## src/rtl/arb_req_client4_pkg.sv

```systemverilog
// -----------------------------------------------------------------------------
// arb_req_client4_pkg
// Shared definitions for the 4-channel arbiter request client:
//   - state_t   : client FSM encoding (IDLE / BURST / GAP)
//   - CH1..CH4  : 2-bit channel indices, identical to the arbiter's S1..S4
//   - NUM_CH    : number of client channels
//   - BEAT_W    : width of the beat counter (covers BURST_LEN up to 15)
// -----------------------------------------------------------------------------
package arb_req_client4_pkg;

    typedef enum logic [1:0] {
        IDLE  = 2'd0,
        BURST = 2'd1,
        GAP   = 2'd2
    } state_t;

    localparam int CH_W   = 2;
    localparam int NUM_CH = 4;
    localparam int BEAT_W = 4;

    localparam logic [CH_W-1:0] CH1 = 2'b00;
    localparam logic [CH_W-1:0] CH2 = 2'b01;
    localparam logic [CH_W-1:0] CH3 = 2'b10;
    localparam logic [CH_W-1:0] CH4 = 2'b11;

endpackage : arb_req_client4_pkg

```

## src/rtl/arb_pend_cnt.sv

```systemverilog
// -----------------------------------------------------------------------------
// arb_pend_cnt
// Pending-job counter for one client channel. Saturating up/down counter:
// an increment at full scale is dropped and raises a sticky overflow flag;
// simultaneous increment and decrement cancel out.
//
// Ports
//   clk        in   rising-edge clock
//   rst_n      in   asynchronous active-low reset
//   i_inc      in   enqueue one job
//   i_dec      in   retire one job
//   o_cnt_next out  value the counter takes at the next clock edge
//   o_ovf      out  sticky overflow flag, cleared only by reset
// -----------------------------------------------------------------------------
module arb_pend_cnt
    import arb_req_client4_pkg::*;
#(
    parameter int CNT_W = 3
) (
    input  logic             clk,
    input  logic             rst_n,
    input  logic             i_inc,
    input  logic             i_dec,
    output logic [CNT_W-1:0] o_cnt_next,
    output logic             o_ovf
);

    localparam logic [CNT_W-1:0] CNT_MAX = '1;

    logic [CNT_W-1:0] r_cnt;
    logic             r_ovf;
    logic             w_full;
    logic             w_empty;
    logic             w_drop;

    assign w_full  = (r_cnt == CNT_MAX);
    assign w_empty = (r_cnt == '0);
    assign w_drop  = i_inc && !i_dec && w_full;

    // NOTE: every combinational output gets a default before any branch so
    // no path leaves it unassigned, which would infer a latch.
    always_comb begin
        o_cnt_next = r_cnt;
        if (i_inc && !i_dec && !w_full) begin
            o_cnt_next = r_cnt + 1'b1;
        end else if (i_dec && !i_inc && !w_empty) begin
            o_cnt_next = r_cnt - 1'b1;
        end
    end

    // NOTE: state registers use non-blocking assignments so every flop
    // samples pre-edge values; all of them, counter included, are reset
    // asynchronously so a mid-job reset drops pending work immediately.
    always_ff @(posedge clk or negedge rst_n) begin
        if (!rst_n) begin
            r_cnt <= '0;
            r_ovf <= 1'b0;
        end else begin
            r_cnt <= o_cnt_next;
            if (w_drop) begin
                r_ovf <= 1'b1;
            end
        end
    end

    assign o_ovf = r_ovf;

endmodule : arb_pend_cnt

```

## src/rtl/arb_req_client4.sv

```systemverilog
// -----------------------------------------------------------------------------
// arb_req_client4
// Four-channel client of a 4-to-1 arbiter. Each channel queues jobs in a
// pending counter and requests the arbiter while work is pending. A granted
// job is issued as BURST_LEN consecutive beats, followed by one GAP cycle in
// which the job is retired and its done pulse is visible.
//
// Ports
//   clk        in   rising-edge clock
//   rst_n      in   asynchronous active-low reset
//   push[3:0]  in   per-channel enqueue strobe, bit0 = channel 1
//   gnt_vld    in   arbiter grant valid
//   gnt_idx    in   granted channel, 2'b00 = channel 1
//   sig1..sig4 out  registered request lines to the arbiter
//   ena        out  arbiter enable, high only while idle
//   beat_vld   out  one transfer beat this cycle
//   beat_ch    out  channel owning the beat (0 when no beat)
//   done[3:0]  out  one-cycle job completion pulse per channel
//   ovf[3:0]   out  sticky per-channel pending-counter overflow
//   gnt_err    out  one-cycle pulse on a grant to a non-requesting channel
// -----------------------------------------------------------------------------
module arb_req_client4
    import arb_req_client4_pkg::*;
#(
    parameter int BURST_LEN = 4,
    parameter int CNT_W     = 3
) (
    input  logic              clk,
    input  logic              rst_n,
    input  logic [NUM_CH-1:0] push,
    input  logic              gnt_vld,
    input  logic [CH_W-1:0]   gnt_idx,
    output logic              sig1,
    output logic              sig2,
    output logic              sig3,
    output logic              sig4,
    output logic              ena,
    output logic              beat_vld,
    output logic [CH_W-1:0]   beat_ch,
    output logic [NUM_CH-1:0] done,
    output logic [NUM_CH-1:0] ovf,
    output logic              gnt_err
);

    localparam logic [BEAT_W-1:0] LAST_BEAT = BEAT_W'(BURST_LEN - 1);

    state_t              r_state;
    state_t              w_state_next;
    logic [CH_W-1:0]     r_owner;
    logic [CH_W-1:0]     w_owner_next;
    logic [BEAT_W-1:0]   r_beat_cnt;
    logic [BEAT_W-1:0]   w_beat_cnt_next;
    logic [NUM_CH-1:0]   r_sig;
    logic [NUM_CH-1:0]   w_sig_next;
    logic [NUM_CH-1:0]   r_done;
    logic [NUM_CH-1:0]   w_done_next;
    logic                r_gnt_err;
    logic                w_gnt_err_next;
    logic [NUM_CH-1:0]   w_dec;
    logic [CNT_W-1:0]    w_cnt_next [NUM_CH];

    // ------------------------------------------------------------------
    // Pending-job counters, one per channel
    // ------------------------------------------------------------------
    for (genvar g = 0; g < NUM_CH; g++) begin : g_cnt
        arb_pend_cnt #(
            .CNT_W (CNT_W)
        ) u_pend_cnt (
            .clk        (clk),
            .rst_n      (rst_n),
            .i_inc      (push[g]),
            .i_dec      (w_dec[g]),
            .o_cnt_next (w_cnt_next[g]),
            .o_ovf      (ovf[g])
        );
    end

    // ------------------------------------------------------------------
    // FSM next-state and Moore outputs
    // ------------------------------------------------------------------
    always_comb begin
        w_state_next    = r_state;
        w_owner_next    = r_owner;
        w_beat_cnt_next = r_beat_cnt;
        w_gnt_err_next  = 1'b0;
        w_done_next     = '0;
        w_dec           = '0;
        ena             = 1'b0;
        beat_vld        = 1'b0;
        beat_ch         = CH1;

        case (r_state)
            IDLE: begin
                ena = 1'b1;
                if (gnt_vld) begin
                    // Grants are judged against the request line the arbiter
                    // actually saw, not the raw pending count.
                    if (r_sig[gnt_idx]) begin
                        w_owner_next    = gnt_idx;
                        w_beat_cnt_next = '0;
                        w_state_next    = BURST;
                    end else begin
                        w_gnt_err_next = 1'b1;
                    end
                end
            end

            BURST: begin
                beat_vld = 1'b1;
                beat_ch  = r_owner;
                if (r_beat_cnt == LAST_BEAT) begin
                    // Retire on the last beat so the count is already
                    // correct when done is seen in GAP.
                    w_dec[r_owner]       = 1'b1;
                    w_done_next[r_owner] = 1'b1;
                    w_state_next         = GAP;
                end else begin
                    w_beat_cnt_next = r_beat_cnt + 1'b1;
                end
            end

            GAP: begin
                w_state_next = IDLE;
            end

            default: begin
                w_state_next = IDLE;
            end
        endcase
    end

    // Request lines are computed from next-cycle values so a push is visible
    // to the arbiter one edge later, and the owner's line drops on the same
    // edge that starts its burst.
    always_comb begin
        for (int i = 0; i < NUM_CH; i++) begin
            w_sig_next[i] = (w_cnt_next[i] != '0) &&
                            !((w_state_next != IDLE) && (w_owner_next == CH_W'(i)));
        end
    end

    // ------------------------------------------------------------------
    // State registers
    // ------------------------------------------------------------------
    always_ff @(posedge clk or negedge rst_n) begin
        if (!rst_n) begin
            r_state    <= IDLE;
            r_owner    <= CH1;
            r_beat_cnt <= '0;
            r_sig      <= '0;
            r_done     <= '0;
            r_gnt_err  <= 1'b0;
        end else begin
            r_state    <= w_state_next;
            r_owner    <= w_owner_next;
            r_beat_cnt <= w_beat_cnt_next;
            r_sig      <= w_sig_next;
            r_done     <= w_done_next;
            r_gnt_err  <= w_gnt_err_next;
        end
    end

    assign sig1    = r_sig[0];
    assign sig2    = r_sig[1];
    assign sig3    = r_sig[2];
    assign sig4    = r_sig[3];
    assign done    = r_done;
    assign gnt_err = r_gnt_err;

endmodule : arb_req_client4

```

## config.mk

```make
export PLATFORM = sky130hd
export DESIGN_NAME = arb_req_client4
export DESIGN_NICKNAME = d
export VERILOG_FILES = /design/src/rtl/arb_req_client4_pkg.sv /design/src/rtl/arb_pend_cnt.sv /design/src/rtl/arb_req_client4.sv
export SDC_FILE = /design/constraint.sdc
export NUM_CORES = 1
export LEC_CHECK = 0
export BUFFER_PORTS_ARGS = -buffer_cell sky130_fd_sc_hd__buf_4
export CORE_UTILIZATION = 51
export CTS_BUF_LIST = sky130_fd_sc_hd__clkbuf_16
export DETAILED_ROUTE_END_ITERATION = 6
export PLACE_DENSITY = 0.75
export SYNTH_ARGS = -nofsm -noshare
export SYNTH_HDL_FRONTEND = slang
export SYNTH_HIERARCHICAL = 1
export SYNTH_SLANG_ARGS = --single-unit
```

## constraint.sdc

```tcl
create_clock -name clk -period 2.1 [get_ports clk]
set_input_delay 0.315 -clock clk [delete_from_list [all_inputs] [get_ports clk]]
set_output_delay 0.315 -clock clk [all_outputs]
set_load 0.005 [all_outputs]
```

==> results of run 1 <==
-- sequential cells by signal (all words and copies together), names as in the netlist --
register and flops:
r_sig 4, r_state 2, r_beat_cnt 4, g_cnt.u_pend_cnt/o_ovf 4, done 4, g_cnt.u_pend_cnt/r_cnt 12, gnt_err 1, r_owner 2
-- power by group through the flow --
stage / Sequential [W] / Clock (W) / Combinational [W]
floorplan: 0.00106 / 0 / 0.000980
global placement: 0.00108 / 0 / 0.00135
detailed placement: 0.00109 / 0 / 0.00145
CTS: 0.00109 / 0.000813 / 0.00152
global route: 0.00113 / 0.000845 / 0.00174
finish: 0.00110 / 0.000803 / 0.00157
-- worst max-delay path by stage --
stage	slack [ps]	to	cells past startpoint
6_report	80	r_sig[0]	9
5_1_grt	-30	r_sig[0]	9
4_1_cts	0.6	r_sig[3]	9
3_5_place_dp	-40	r_sig[1]	9
3_3_place_gp	20	r_sig[1]	9
2_1_floorplan	-30	r_sig[0]	9
-- layer usage --
layer	GRT usage [%]	vias to the layer above	part of all wire (%)
li1	-	661	-
met1	22.4	687	39
met4	8.89	0	1.2
met3	5.18	6	3.4
met5	0	-	0
met2	41.6	25	56
-- cells in the final DEF (no fill, tap or decap), types with 3 or more instances in the layout --
master / n
sky130_fd_sc_hd__nor2_1: 10
sky130_fd_sc_hd__a21oi_1: 8
sky130_fd_sc_hd__dfrtp_1: 33
sky130_fd_sc_hd__and3_1: 9
sky130_fd_sc_hd__mux2i_1: 3
sky130_fd_sc_hd__inv_1: 18
sky130_fd_sc_hd__nand2b_1: 5
sky130_fd_sc_hd__nor3b_4: 4
sky130_fd_sc_hd__nor3_1: 5
sky130_fd_sc_hd__ha_1: 16
sky130_fd_sc_hd__a221o_1: 4
sky130_fd_sc_hd__xnor2_1: 4
sky130_fd_sc_hd__and2b_4: 4
sky130_fd_sc_hd__a31o_1: 4
sky130_fd_sc_hd__buf_4: 31
sky130_fd_sc_hd__nand2_1: 5
sky130_fd_sc_hd__a21oi_2: 4
sky130_fd_sc_hd__a221oi_2: 3
sky130_fd_sc_hd__clkbuf_16: 5
-- stage by stage --
step                      hold WS, ps  TNS (ps)  util [%]
after CTS                         293         0      67.7
after floorplan                  19.4     -65.2         -
after global routing              303     -30.2      69.0
final                             293         0      69.0
after detailed placement          280     -40.3      62.0
after global placement            278         0      62.0
-- repair_timing --
| item | in CTS | in global routing |
|---|---|---|
| buffers inserted | 1 | 2 |
| cloned | 0 | 0 |
| resized for setup | 2 | 9 |
| setup endpoints to repair | 2 | 4 |
| endpoints found under the hold margin | 33 | 0 |
| pin swaps | 1 | 3 |
| hold buffers | 1 | 0 |
-- cell families after synthesis --
| logic type | Yosys count | synth area share, % |
|---|---|---|
| buffers and inverters | 20 | 4.08 |
| DFF | 33 | 44.9 |
| xor gates and xnor gates | 5 | 2.38 |
| adders and majority gates | 17 | 11.6 |
| and+or+nand+nor | 57 | 21.6 |
| muxes | 5 | 3.47 |
| AOI/OAI and AO/OA | 29 | 12.0 |
-- cell type report --
type | instances | area, sq um | share of cell area, %
tap | 46 | 57.6 | 2.46
timing repair buffer | 32 | 243 | 10.4
sequential | 33 | 826 | 35.3
clock inverter | 3 | 37.5 | 1.60
clock buffer | 5 | 125 | 5.35
inverter | 19 | 71.3 | 3.05
multi-input combinational | 113 | 980 | 41.9
==> impl_metrics.json, run 1 <==
{
  "finalNonFillerCells": 251,
  "io-pin-count": 26,
  "root_buffer": "sky130_fd_sc_hd__clkbuf_16",
  "path_clk_slew_ps": 50,
  "maxCapViolations": 0,
  "timing.rr.end": "r_sig[0]",
  "whs_endpoint": "g_cnt[1].u_pend_cnt/o_ovf",
  "r2r-start": "r_beat_cnt[0]",
  "numClockSinks": 33,
  "route.detailed.wl_per_inst_um": 15.3,
  "clkLatencyLatePin_ps": 270,
  "number_of_flops_mapped_to_enable_cells_by_yosys": 0,
  "comb_power_share_pct": 45.3,
  "insertedDiodeCount": 0,
  "cts_tree": "built",
  "critical_path.n_buffers_inverters": 1,
  "relative_area_change_from_synthesis_to_final_layout_pct": 27.3,
  "wl_um": 3850,
  "r2r_slack_ps": 80,
  "yosys-top-cells-area": "sky130_fd_sc_hd__dfrtp_1, sky130_fd_sc_hd__ha_1, sky130_fd_sc_hd__nor3b_4, sky130_fd_sc_hd__and3_1, sky130_fd_sc_hd__inv_1",
  "numCtsBuffers": 5,
  "pwr-share-seq_pct": 31.6,
  "post-place-ws_ps": -40.3,
  "worst_path_largest_cell_delay_ps": 410,
  "run_status": "finished, final reports clean",
  "filler_cell_count": 232,
  "worst_setup_path_startpoint": "r_beat_cnt[0]",
  "vias_per_std_cell": 5.49,
  "vdd_ir_drop_max_mv": 0.849,
  "drtPass1Iterations": 4,
  "synth.yosys.warnings": 6,
  "p_total_w": 0.00347,
  "yosys.cell_count.top_type": "sky130_fd_sc_hd__dfrtp_1",
  "tightestPinTransition_ps": 419,
  "grt_max_degree": 34,
  "initial_util_pct": 54.2,
  "grt_pass1_wl_um": 5870,
  "crit_path_slowest_cell": "sky130_fd_sc_hd__dfrtp_1",
  "grt_pass1_vias": 1343,
  "list_of_cells_traversed_by_the_critical_path": "ha_2, nand3_2, nor3_2, buf_4, nor3b_4, a21oi_1, a221o_1, nor3_1, a21oi_1",
  "place.detailed.instances": 239,
  "path_class": "register to register",
  "report.final.slew_viol_count": 0,
  "setup_repair_after_global_routing_missed_its_margin": "true",
  "area_share_of_the_leading_cell_type_in_the_synthesized_netlist_pct": 44.9,
  "route.vias.total": 1379,
  "timing.clock.skew_ps": 3.85,
  "die_height_um": 62.0,
  "routabilityCongestion": 0.740,
  "rr_worst_depth": 9,
  "worst_hold_startpoint": "push[1]",
  "drcViolationCount": 0,
  "achievable_clock_frequency_ghz": 0.496,
  "placeable_core_region_sq_um": 3390,
  "place.detailed.hpwl_um": 2720,
  "die_width_um": 62.0,
  "cp_data_required_time_ps": 2250,
  "power_leakage_nw": 1.14,
  "grt_usage_pct": 21.8,
  "synth.net_count": 192,
  "async_reset_ff_share_pct": 100,
  "intPower_w": 0.00221,
  "design.final.nets": 230,
  "power_per_cell_area_nw_per_um2": 1480,
  "layout_worst_path_cycle_share_pct": 96.0,
  "setup.worst_path.end_class": "register",
  "hp-class": "primary input to register",
  "maximum_fanout_along_the_worst_path": 4,
  "power_frac_clock_pct": 23.1,
  "hold_violations": 0,
  "post_dp_cell_area_sq_um": 2100,
  "synth_largest_area_cell": "sky130_fd_sc_hd__dfrtp_1",
  "critical-path-top-delay-family": "simple AND/OR/NAND/NOR gates",
  "worst_slack_ps": 84.0,
  "grt_overflow_total": 0,
  "start_kind": "register",
  "ys.flop_type": "sky130_fd_sc_hd__dfrtp_1",
  "drtAntennaViolNets": 0,
  "worst_hold_path.num_cells": 2,
  "setup_viol": 0,
  "place.port_buffers": 25,
  "yosys-top-cells-count": "sky130_fd_sc_hd__dfrtp_1, sky130_fd_sc_hd__inv_1, sky130_fd_sc_hd__ha_1, sky130_fd_sc_hd__and3_1, sky130_fd_sc_hd__nor2_1",
  "floorplan.die_area_sq_um": 3850,
  "register_bit_total_from_synthesis": 33,
  "crit_path_frequent_cell": "sky130_fd_sc_hd__a21oi_1",
  "postLayoutCellArea_sq_um": 2340,
  "syn-mean-instance-area_sq_um": 11.1,
  "cts_buffer_depth": 2,
  "post_synth_num_cell_types": 34,
  "fraction_of_layout_instances_using_a_drive_strength_above_1_pct": 32.7,
  "ctsHtreeMaxLevel": 2,
  "final.min_clock_period_ps": 2020,
  "initial_detailed_routing_violation_count": 20,
  "std_cell_rows": 21,
  "sequential_to_total_area_share_from_yosys_stat_pct": 44.9,
  "p_sw_w": 0.00127,
  "slew-limit-headroom_pct": 72.0,
  "syn-instance-count": 166,
  "fraction_of_power_spent_switching_nets_pct": 36.5,
  "antenna_found_initial": 0,
  "synth.cell_area_sq_um": 1840,
  "worstPathArrival_ps": 2170
}
Note: power is estimated with default switching activity, not from simulation.
==> run 2: changes to the inputs <==
--- a/config.mk
+++ b/config.mk
@@ -6,6 +6,8 @@
 export NUM_CORES = 1
 export LEC_CHECK = 0
 export BUFFER_PORTS_ARGS = -buffer_cell sky130_fd_sc_hd__buf_4
+export CAP_MARGIN = 10
+export CORE_MARGIN = 2
 export CORE_UTILIZATION = 51
 export CTS_BUF_LIST = sky130_fd_sc_hd__clkbuf_16
 export DETAILED_ROUTE_END_ITERATION = 6
==> impl_metrics.json, run 2 (same netlist as run 1, synthesis figures left out) <==
{
  "final_common_cell": "sky130_fd_sc_hd__dfrtp_1",
  "route.detailed.wl_per_inst_um": 14.3,
  "final_cell_mix": "sky130_fd_sc_hd__dfrtp_1, sky130_fd_sc_hd__buf_4, sky130_fd_sc_hd__inv_1, sky130_fd_sc_hd__ha_1, sky130_fd_sc_hd__nor2_1",
  "initial_util_pct": 54.2,
  "power_frac_clock_pct": 20.3,
  "hold_violations": 0,
  "root_buffer": "sky130_fd_sc_hd__clkbuf_16",
  "path_class": "register to register",
  "die_height_um": 64.0,
  "intPower_w": 0.00208,
  "fin_worst_hold_slack_ps": 296,
  "timing.critical_path.depth": 8,
  "list_of_cells_traversed_by_the_critical_path": "and2b_1, nand3_2, nor3_1, and2b_4, a21oi_1, a221o_1, nor3_1, a21oi_1",
  "placeable_core_region_sq_um": 3390,
  "maxCapViolations": 0,
  "fraction_of_power_spent_switching_nets_pct": 37.1,
  "routabilityCongestion": 0.741,
  "setup_viol": 0,
  "filler_cell_count": 250,
  "pwr-share-seq_pct": 33.1,
  "wl_um": 3580,
  "initial_detailed_routing_violation_count": 48,
  "comb_power_share_pct": 46.6,
  "r2r_slack_ps": 80,
  "worstPathArrival_ps": 2170,
  "drtPass1Iterations": 4,
  "numClockSinks": 33,
  "hp-class": "primary input to register",
  "grt_max_degree": 34,
  "largest_register_ffs": 12,
  "die_width_um": 64.0,
  "route.vias.total": 1364,
  "antenna_found_initial": 0,
  "worst_setup_path_startpoint": "r_state[1]",
  "top_register": "g_cnt.u_pend_cnt/r_cnt",
  "clkLatencyLatePin_ps": 270,
  "layout.core_utilization_pct": 68.5,
  "critical-path-top-delay-family": "simple AND/OR/NAND/NOR gates",
  "drcViolationCount": 0,
  "ctsHtreeMaxLevel": 2,
  "insertedDiodeCount": 0,
  "critical_path.n_buffers_inverters": 0,
  "power_leakage_nw": 1.12,
  "maximum_fanout_along_the_worst_path": 4,
  "place.detailed.instances": 239,
  "multi_input_area_sq_um": 988,
  "path_clk_slew_ps": 50,
  "p_sw_w": 0.00123,
  "layout.area.seq_sq_um": 826,
  "timing.critical_path.to": "r_sig[2]",
  "place.detailed.hpwl_um": 2660,
  "setup.worst_path.end_class": "register",
  "drtAntennaViolNets": 0,
  "worst_path_largest_cell_delay_ps": 380,
  "layout_worst_path_cycle_share_pct": 96.2,
  "run_status": "finished, final reports clean",
  "design.final.nets": 230,
  "fraction_of_layout_instances_using_a_drive_strength_above_1_pct": 33.7,
  "start_kind": "register",
  "slew-limit-headroom_pct": 72.7,
  "grt_overflow_total": 0,
  "cts_buffer_depth": 2,
  "relative_area_change_from_synthesis_to_final_layout_pct": 26.4,
  "report.final.slew_viol_count": 0,
  "io-pin-count": 26,
  "timing.rr.end": "r_sig[2]",
  "cts_tree": "built",
  "finalNonFillerCells": 251,
  "power_per_cell_area_nw_per_um2": 1420,
  "rr_worst_depth": 8,
  "grt_pass1_vias": 1405,
  "cp_data_required_time_ps": 2250,
  "timing.clock.skew_ps": 5.96,
  "vias_per_std_cell": 5.43,
  "grt_usage_pct": 19.2,
  "achievable_clock_frequency_ghz": 0.495,
  "tightestPinTransition_ps": 407,
  "floorplan.die_area_sq_um": 4100,
  "vdd_ir_drop_max_mv": 0.779,
  "final.min_clock_period_ps": 2020,
  "grt_pass1_wl_um": 6070,
  "r2r-start": "r_state[1]",
  "numCtsBuffers": 5,
  "std_cell_rows": 21,
  "fin_setup_tns_ps": 0,
  "setup_repair_after_global_routing_missed_its_margin": "true",
  "crit_path_slowest_cell": "sky130_fd_sc_hd__dfrtp_1",
  "place.port_buffers": 25
}
==> run 2: cell count changes in the layout (fill, tap and decap cells not counted) <==
| cell | change |
|---|---|
| sky130_fd_sc_hd__a21oi_1 | -1 |
| sky130_fd_sc_hd__a21oi_2 | +1 |
| sky130_fd_sc_hd__bufinv_16 | -1 |
| sky130_fd_sc_hd__clkinv_1 | +1 |
| sky130_fd_sc_hd__clkinv_2 | +1 |
| sky130_fd_sc_hd__inv_1 | -1 |
| sky130_fd_sc_hd__nor3_1 | -1 |
| sky130_fd_sc_hd__nor3_2 | +1 |
==> run 2: cell type report <==
type / instances / area share [%]
Clock buffer: 5 / 5.39
Clock inverter: 3 / 0.539
Inverter: 19 / 3.07
Multi-Input combinational cell: 113 / 42.5
Sequential cell: 33 / 35.5
Tap cell: 46 / 2.48
Timing Repair Buffer: 32 / 10.4
==> run 2: power by group through the flow <==
stage | clock network, W | registers, W | logic, W
2_1_floorplan | 0 | 0.00106 | 0.000980
3_3_place_gp | 0 | 0.00108 | 0.00135
3_5_place_dp | 0 | 0.00110 | 0.00144
4_1_cts | 0.000681 | 0.00109 | 0.00150
5_1_grt | 0.000719 | 0.00113 | 0.00174
6_report | 0.000671 | 0.00110 | 0.00154
==> run 2: per-layer routing <==
layer	up-vias	wire length, um	part of all wire, %	global-route usage [%]
met3	6	156	4.4	4.05
met1	668	1460	41	22.2
met2	30	1890	53	33.3
met4	0	68	1.9	9.78
met5	-	0	0	0
li1	660	-	-	-
==> run 2: worst reg2reg max path: stages (launching register included) <==
cell and delay (ps):
sky130_fd_sc_hd__dfrtp_1 380, sky130_fd_sc_hd__and2b_1 230, sky130_fd_sc_hd__nand3_2 120, sky130_fd_sc_hd__nor3_1 340, sky130_fd_sc_hd__and2b_4 240, sky130_fd_sc_hd__a21oi_1 70
sky130_fd_sc_hd__a221o_1 320, sky130_fd_sc_hd__nor3_1 140, sky130_fd_sc_hd__a21oi_1 60
==> run 2: timing repair <==
item / CTS / global route
hold endpoints to repair: 33 / 0
buffers inserted: 1 / 2
hold buffers: 1 / 0
gates resized for setup: 3 / 10
endpoints found under the setup margin: 2 / 5
pin swaps: 2 / 4
==> run 2: worst min-delay path by stage <==
stage | startpoint | to | slack (ps) | depth (start not counted)
final | push[2] | g_cnt[2].u_pend_cnt/o_ovf | 300 | 2
after global routing | push[1] | g_cnt[1].u_pend_cnt/o_ovf | 300 | 2
after CTS | push[2] | g_cnt[2].u_pend_cnt/o_ovf | 290 | 2
after detailed placement | rst_n | r_beat_cnt[3] | 280 | 1
after global placement | rst_n | r_beat_cnt[1] | 280 | 1
after floorplan | rst_n | done[0] | 20 | 0
==> run 2: through the flow <==
step / instance area [sq um] / worst slack [ps] / total power (W)
floorplan: 1840 / -32.6 / 0.00204
global placement: 2100 / 5.81 / 0.00243
detailed placement: 2100 / -24.7 / 0.00253
CTS: 2270 / 8.03 / 0.00327
global route: 2320 / -41.4 / 0.00359
finish: 2320 / 79.1 / 0.00331
